## src/rtl/uart_receiver.sv

```systemverilog
// rtl/uart_receiver.sv - 8N1 UART receiver with 16x oversampling and mid-bit sampling
//
// Purpose: turns an asynchronous 8N1 serial stream into a byte plus a ready flag.
// Ports:
//   clk       in  system clock
//   rst       in  synchronous active-high reset
//   enb       in  oversampling tick, one clk wide, 16 per bit period
//   rx        in  asynchronous serial input, idle high
//   rdy_clr   in  consumer acknowledge, clears rdy and overrun
//   data_out  out last correctly framed byte
//   rdy       out a byte is available in data_out
//   frame_err out last frame had a low stop bit
//   overrun   out a new byte arrived while rdy was still set
//   busy      out receiver is not idle
module uart_receiver (
  input  logic       clk,
  input  logic       rst,
  input  logic       enb,
  input  logic       rx,
  input  logic       rdy_clr,
  output logic [7:0] data_out,
  output logic       rdy,
  output logic       frame_err,
  output logic       overrun,
  output logic       busy
);

  typedef enum logic [1:0] {
    IDLE  = 2'd0,
    START = 2'd1,
    DATA  = 2'd2,
    STOP  = 2'd3
  } state_t;

  state_t     state, state_n;
  logic [3:0] sample, sample_n;
  logic [2:0] bit_idx, bit_idx_n;
  logic [7:0] shreg, shreg_n;
  logic [7:0] data_n;
  logic       rdy_n, frame_err_n, overrun_n;

  // Two-flop synchronizer; both flops reset to the idle line level so a
  // reset never looks like a start bit.
  logic rx_m, rx_s;

  always_ff @(posedge clk) begin
    if (rst) begin
      rx_m <= 1'b1;
      rx_s <= 1'b1;
    end else begin
      rx_m <= rx;
      rx_s <= rx_m;
    end
  end

  always_ff @(posedge clk) begin
    if (rst) begin
      state     <= IDLE;
      sample    <= 4'd0;
      bit_idx   <= 3'd0;
      shreg     <= 8'h00;
      data_out  <= 8'h00;
      rdy       <= 1'b0;
      frame_err <= 1'b0;
      overrun   <= 1'b0;
    end else begin
      state     <= state_n;
      sample    <= sample_n;
      bit_idx   <= bit_idx_n;
      shreg     <= shreg_n;
      data_out  <= data_n;
      rdy       <= rdy_n;
      frame_err <= frame_err_n;
      overrun   <= overrun_n;
    end
  end

  always_comb begin
    state_n     = state;
    sample_n    = sample;
    bit_idx_n   = bit_idx;
    shreg_n     = shreg;
    data_n      = data_out;
    rdy_n       = rdy;
    frame_err_n = frame_err;
    overrun_n   = overrun;

    // Acknowledge first, so a byte completing in the same cycle overrides it.
    if (rdy_clr) begin
      rdy_n     = 1'b0;
      overrun_n = 1'b0;
    end

    if (enb) begin
      case (state)
        IDLE: begin
          sample_n  = 4'd0;
          bit_idx_n = 3'd0;
          if (!rx_s) begin
            state_n = START;
          end
        end

        START: begin
          if (sample != 4'd7) begin
            sample_n = sample + 4'd1;
          end else if (!rx_s) begin
            // Still low at mid start bit: align the counter to bit centres.
            sample_n = 4'd0;
            state_n  = DATA;
          end else begin
            // Glitch shorter than half a bit; IDLE clears the counter.
            state_n = IDLE;
          end
        end

        DATA: begin
          if (sample != 4'd15) begin
            sample_n = sample + 4'd1;
          end else begin
            shreg_n[bit_idx] = rx_s;
            sample_n         = 4'd0;
            if (bit_idx == 3'd7) begin
              state_n = STOP;
            end else begin
              bit_idx_n = bit_idx + 3'd1;
            end
          end
        end

        STOP: begin
          if (sample != 4'd15) begin
            sample_n = sample + 4'd1;
          end else begin
            if (rx_s) begin
              data_n      = shreg;
              rdy_n       = 1'b1;
              frame_err_n = 1'b0;
              // Uses the registered rdy: an acknowledge in this same cycle
              // does not hide the fact that the old byte was never taken.
              if (rdy) begin
                overrun_n = 1'b1;
              end
            end else begin
              frame_err_n = 1'b1;
            end
            sample_n = 4'd0;
            state_n  = IDLE;
          end
        end

        default: begin
          state_n = IDLE;
        end
      endcase
    end
  end

  assign busy = (state != IDLE);

endmodule

```

## config.mk

```make
export PLATFORM = sky130hd
export DESIGN_NAME = uart_receiver
export DESIGN_NICKNAME = d
export VERILOG_FILES = /design/src/rtl/uart_receiver.sv
export SDC_FILE = /design/constraint.sdc
export NUM_CORES = 1
export LEC_CHECK = 0
export CAP_MARGIN = 20
export CORE_ASPECT_RATIO = 2
export CORE_MARGIN = 2
export CORE_UTILIZATION = 35
export DETAILED_ROUTE_END_ITERATION = 16
export MAX_ROUTING_LAYER = met4
export SYNTH_ARGS = -nofsm -noshare
export SYNTH_HDL_FRONTEND = slang
export SYNTH_SLANG_ARGS = --single-unit
```

## constraint.sdc

```tcl
create_clock -name clk -period 1.6 [get_ports clk]
set_clock_uncertainty 0.05 [all_clocks]
set_input_delay 0.16 -clock clk [delete_from_list [all_inputs] [get_ports clk]]
set_output_delay 0.16 -clock clk [all_outputs]
set_load 0.05 [all_outputs]
```

==> results of run 1 <==
## routing by layer
layer  share of wire (%)  wire (um)  track usage (%)  up-vias
li1                    -          -                -      661
met1                  37       1267            14.33      618
met2                  57       1950            31.25       26
met3                 2.9         98            4.194       14
met5                   0          0                -        -
met4                 3.4        115            9.286        0
## sequential cells by signal (all words and copies together), names as in the netlist, named ones only
signal / flops
rdy: 1
bit_idx: 3
state: 1
overrun: 1
frame_err: 1
shreg: 8
rx_s: 1
rx_m: 1
sample: 4
data_out: 8
## cells in the final DEF (no fill, tap or decap), types with 2 or more instances in the layout
cell type | synthesis | final
buf_4 | 3 | 38
dfxtp_1 | 30 | 25
nand2_1 | 21 | 21
a21oi_1 | 18 | 17
nor2_1 | 13 | 13
inv_1 | 8 | 8
mux2i_1 | 7 | 7
clkbuf_8 | 0 | 6
nand3_1 | 4 | 4
clkdlybuf4s50_1 | 0 | 4
nor4_2 | 0 | 3
nor2b_1 | 3 | 3
o21ai_0 | 4 | 3
ha_4 | 0 | 3
dfxtp_2 | 0 | 3
buf_6 | 0 | 3
nand3b_1 | 2 | 2
nand4_1 | 2 | 2
or2_2 | 2 | 2
and4_4 | 0 | 2
a211oi_1 | 2 | 2
a211o_1 | 2 | 2
a22o_1 | 2 | 2
nor3b_1 | 2 | 2
nor3_1 | 3 | 2
or4_4 | 0 | 2
dfxtp_4 | 0 | 2
buf_2 | 1 | 2
## cells by family after synthesis
kind of cell	share of synthesized area (%)
adder cells (fa/ha/maj)	2.728
flip-flops	43.64
XOR/XNOR	0.6365
AND/OR/NAND/NOR	27.27
buffers and inverters	6.091
multiplexers	5.091
AO/OA/AOI/OAI	14.55
## metrics by stage
step                      instance area (um2)  instances  TNS, ns
after floorplan                          1430        163  -0.1381
after global placement                   1789        247   -1.803
final                                    1994        259  -0.1916
after CTS                                1912        255  -0.2488
after global routing                     1994        259  -0.4686
after detailed placement                 1789        247   -2.336
## worst paths after layout
path | start | endpoint | slack (ns) | depth (start not counted)
hold / removal | rx_m$_SDFF_PP1_ | rx_s$_SDFF_PP1_ | 0.36 | 1
setup / recovery | bit_idx[0]$_SDFFE_PP0P_ | bit_idx[1]$_SDFFE_PP0P_ | -0.07 | 6
setup reg to reg | bit_idx[0]$_SDFFE_PP0P_ | bit_idx[1]$_SDFFE_PP0P_ | -0.07 | 6
hold reg to reg | rx_m$_SDFF_PP1_ | rx_s$_SDFF_PP1_ | 0.36 | 1
## cell usage after synthesis (all sizes together), types with 3 or more instances
| master | count | area share [%] |
|---|---|---|
| dfxtp | 30 | 44 |
| nand2 | 21 | 5.7 |
| a21oi | 18 | 6.5 |
| nor2 | 13 | 3.5 |
| inv | 8 | 2.2 |
| clkbuf | 7 | 1.9 |
| mux2i | 7 | 5.1 |
| nor4 | 5 | 2.3 |
| buf | 4 | 2.0 |
| nand3 | 4 | 1.5 |
| o21ai | 4 | 1.5 |
| ha | 3 | 2.7 |
| nor2b | 3 | 1.4 |
| nor3 | 3 | 1.1 |
| or4 | 3 | 1.6 |
## critical path, stage by stage, from the launching register on
cell	delay, ns
dfxtp_2	0.35
ha_4	0.16
ha_4	0.16
nand4b_1	0.19
a211o_1	0.30
and2_4	0.15
a22o_1	0.21
## repair_timing
action                     in CTS  in global routing
hold buffers                    0                  0
pin swaps                       1                  7
setup endpoints to repair       9                 17
gates cloned                    0                  2
resized for setup               6                 13
setup buffers                   0                  2
## cell type report
class	instances	share of cell area, %
multi-input cells	114	40.53
flip-flops and latches	30	30.68
repair buffers	48	19.51
clock buffers	7	4.329
well taps	51	3.200
inverters	8	1.506
clock inverters	1	0.2509
## power by group through the flow
| stage | combinational [mW] | clock [mW] | sequential, mW |
|---|---|---|---|
| final | 0.0726 | 0.633 | 0.750 |
| after global routing | 0.0795 | 0.670 | 0.749 |
| after CTS | 0.0717 | 0.643 | 0.749 |
| after detailed placement | 0.0715 | 0 | 0.766 |
| after global placement | 0.0709 | 0 | 0.766 |
| after floorplan | 0.0365 | 0 | 0.766 |
==> impl_metrics.env, run 1 <==
export IMPL_syn_area_mm2=0.001376
export IMPL_setup_viol=3
export IMPL_whs_ns=0.3624
export IMPL_p_sw_mw=0.3266
export IMPL_endpoint_kind="flip-flop"
export IMPL_hold_class="reg2reg"
export IMPL_fmaxAchievable_mhz=599.5
export IMPL_status="finished with violations"
export IMPL_path_class="reg2reg"
export IMPL_cp_arrival_ns=1.79
export IMPL_synth_edf_count=0
export IMPL_power_total_mw=1.455
export IMPL_cts_max_path_buffers=2
export IMPL_synth_seq_area_share_pct=43.64
export IMPL_initial_core_util_pct=36.18
export IMPL_n_antenna_cell=0
export IMPL_drt_drc_violations_left=0
export IMPL_first_pass_iters=4
export IMPL_clk_pin_slew_worst_paths_ns=0.07
export IMPL_worstMarginPinSlew_ns=0.3039
export IMPL_register_area_um2=611.8
export IMPL_dieArea_mm2=0.004480
export IMPL_first_iter_violations=13
export IMPL_nets=215
export IMPL_cp_required_ns=1.73
export IMPL_cts_tree="yes"
export IMPL_power_leakage_nw=0.7398
export IMPL_post_place_ws_ns=-0.1999
export IMPL_grt_max_degree=21
export IMPL_die_h_um=92.68
export IMPL_cts_htree_levels=2
export IMPL_grt_pass1_wl_um=5533
export IMPL_p_sw_share_pct=22.45
export IMPL_yosysWarningCount=0
export IMPL_wirelength_um=3432
export IMPL_slew_headroom_pct=79.57
export IMPL_path_max_fanout=3
export IMPL_ys_ff_latch=30
export IMPL_syn_nets=171
export IMPL_p_seq_share_pct=51.5
export IMPL_synth_ff_type="dfxtp_1"
export IMPL_overflow=0
export IMPL_p_int_mw=1.128
export IMPL_multiInputGateArea_um2=808.3
export IMPL_antenna_found_initial=0
export IMPL_portBuffers=16
export IMPL_finish_utilization_pct=52.43
export IMPL_fillers=356
export IMPL_vias=1319
export IMPL_period_share_pct=104.2
export IMPL_synth_cells=163
export IMPL_rsz0062_at_grt="true"
export IMPL_viasPerCell=5.093
export IMPL_p_clk_share_pct=43.5
export IMPL_combPwrFrac_pct=5.0
export IMPL_start_kind="flip-flop"
export IMPL_peakVddDrop_uv=555.3
export IMPL_gr_usage_all_layers_pct=16.48
export IMPL_powerDensity_mw_per_mm2=729.4
export IMPL_violations="negative setup slack"
export IMPL_synth_area_per_cell_um2=8.444
export IMPL_hold_viol=0
export IMPL_cts_buffers_inserted=5
export IMPL_layout_setup_ws_ns=-0.06795
export IMPL_globalplace_congestion=0.7851
export IMPL_grt_pass1_vias=1266
export IMPL_cts_root_buf="clkbuf_8"
export IMPL_ios=17
export IMPL_yosysUniqueCellTypes=37
export IMPL_cts_sinks=30
export IMPL_maxCapViolCount=0
export IMPL_ant_nets=0
export IMPL_maxSlewViolCount=0
export IMPL_period_minus_slack_ns=1.668
export IMPL_die_x_um=48.34
export IMPL_syn2layout_area_growth_pct=44.91
export IMPL_hpwl_um=2527
export IMPL_ys_async_sr_fraction_pct=0
export IMPL_routedWlPerCell_um=13.25
export IMPL_final_layout_size_suffix_gt1_share_pct=36.54
export IMPL_rows=32
export IMPL_core_area_mm2=0.003804
export IMPL_clock_latency_ns=0.29
No activity file was read; power rests on OpenSTA's default activity.
==> run 2: changes to the inputs <==
SLEW_MARGIN = 25   (was default)
==> results of run 2 <==
Final layout, timing and power as in run 1 (identical DEF).
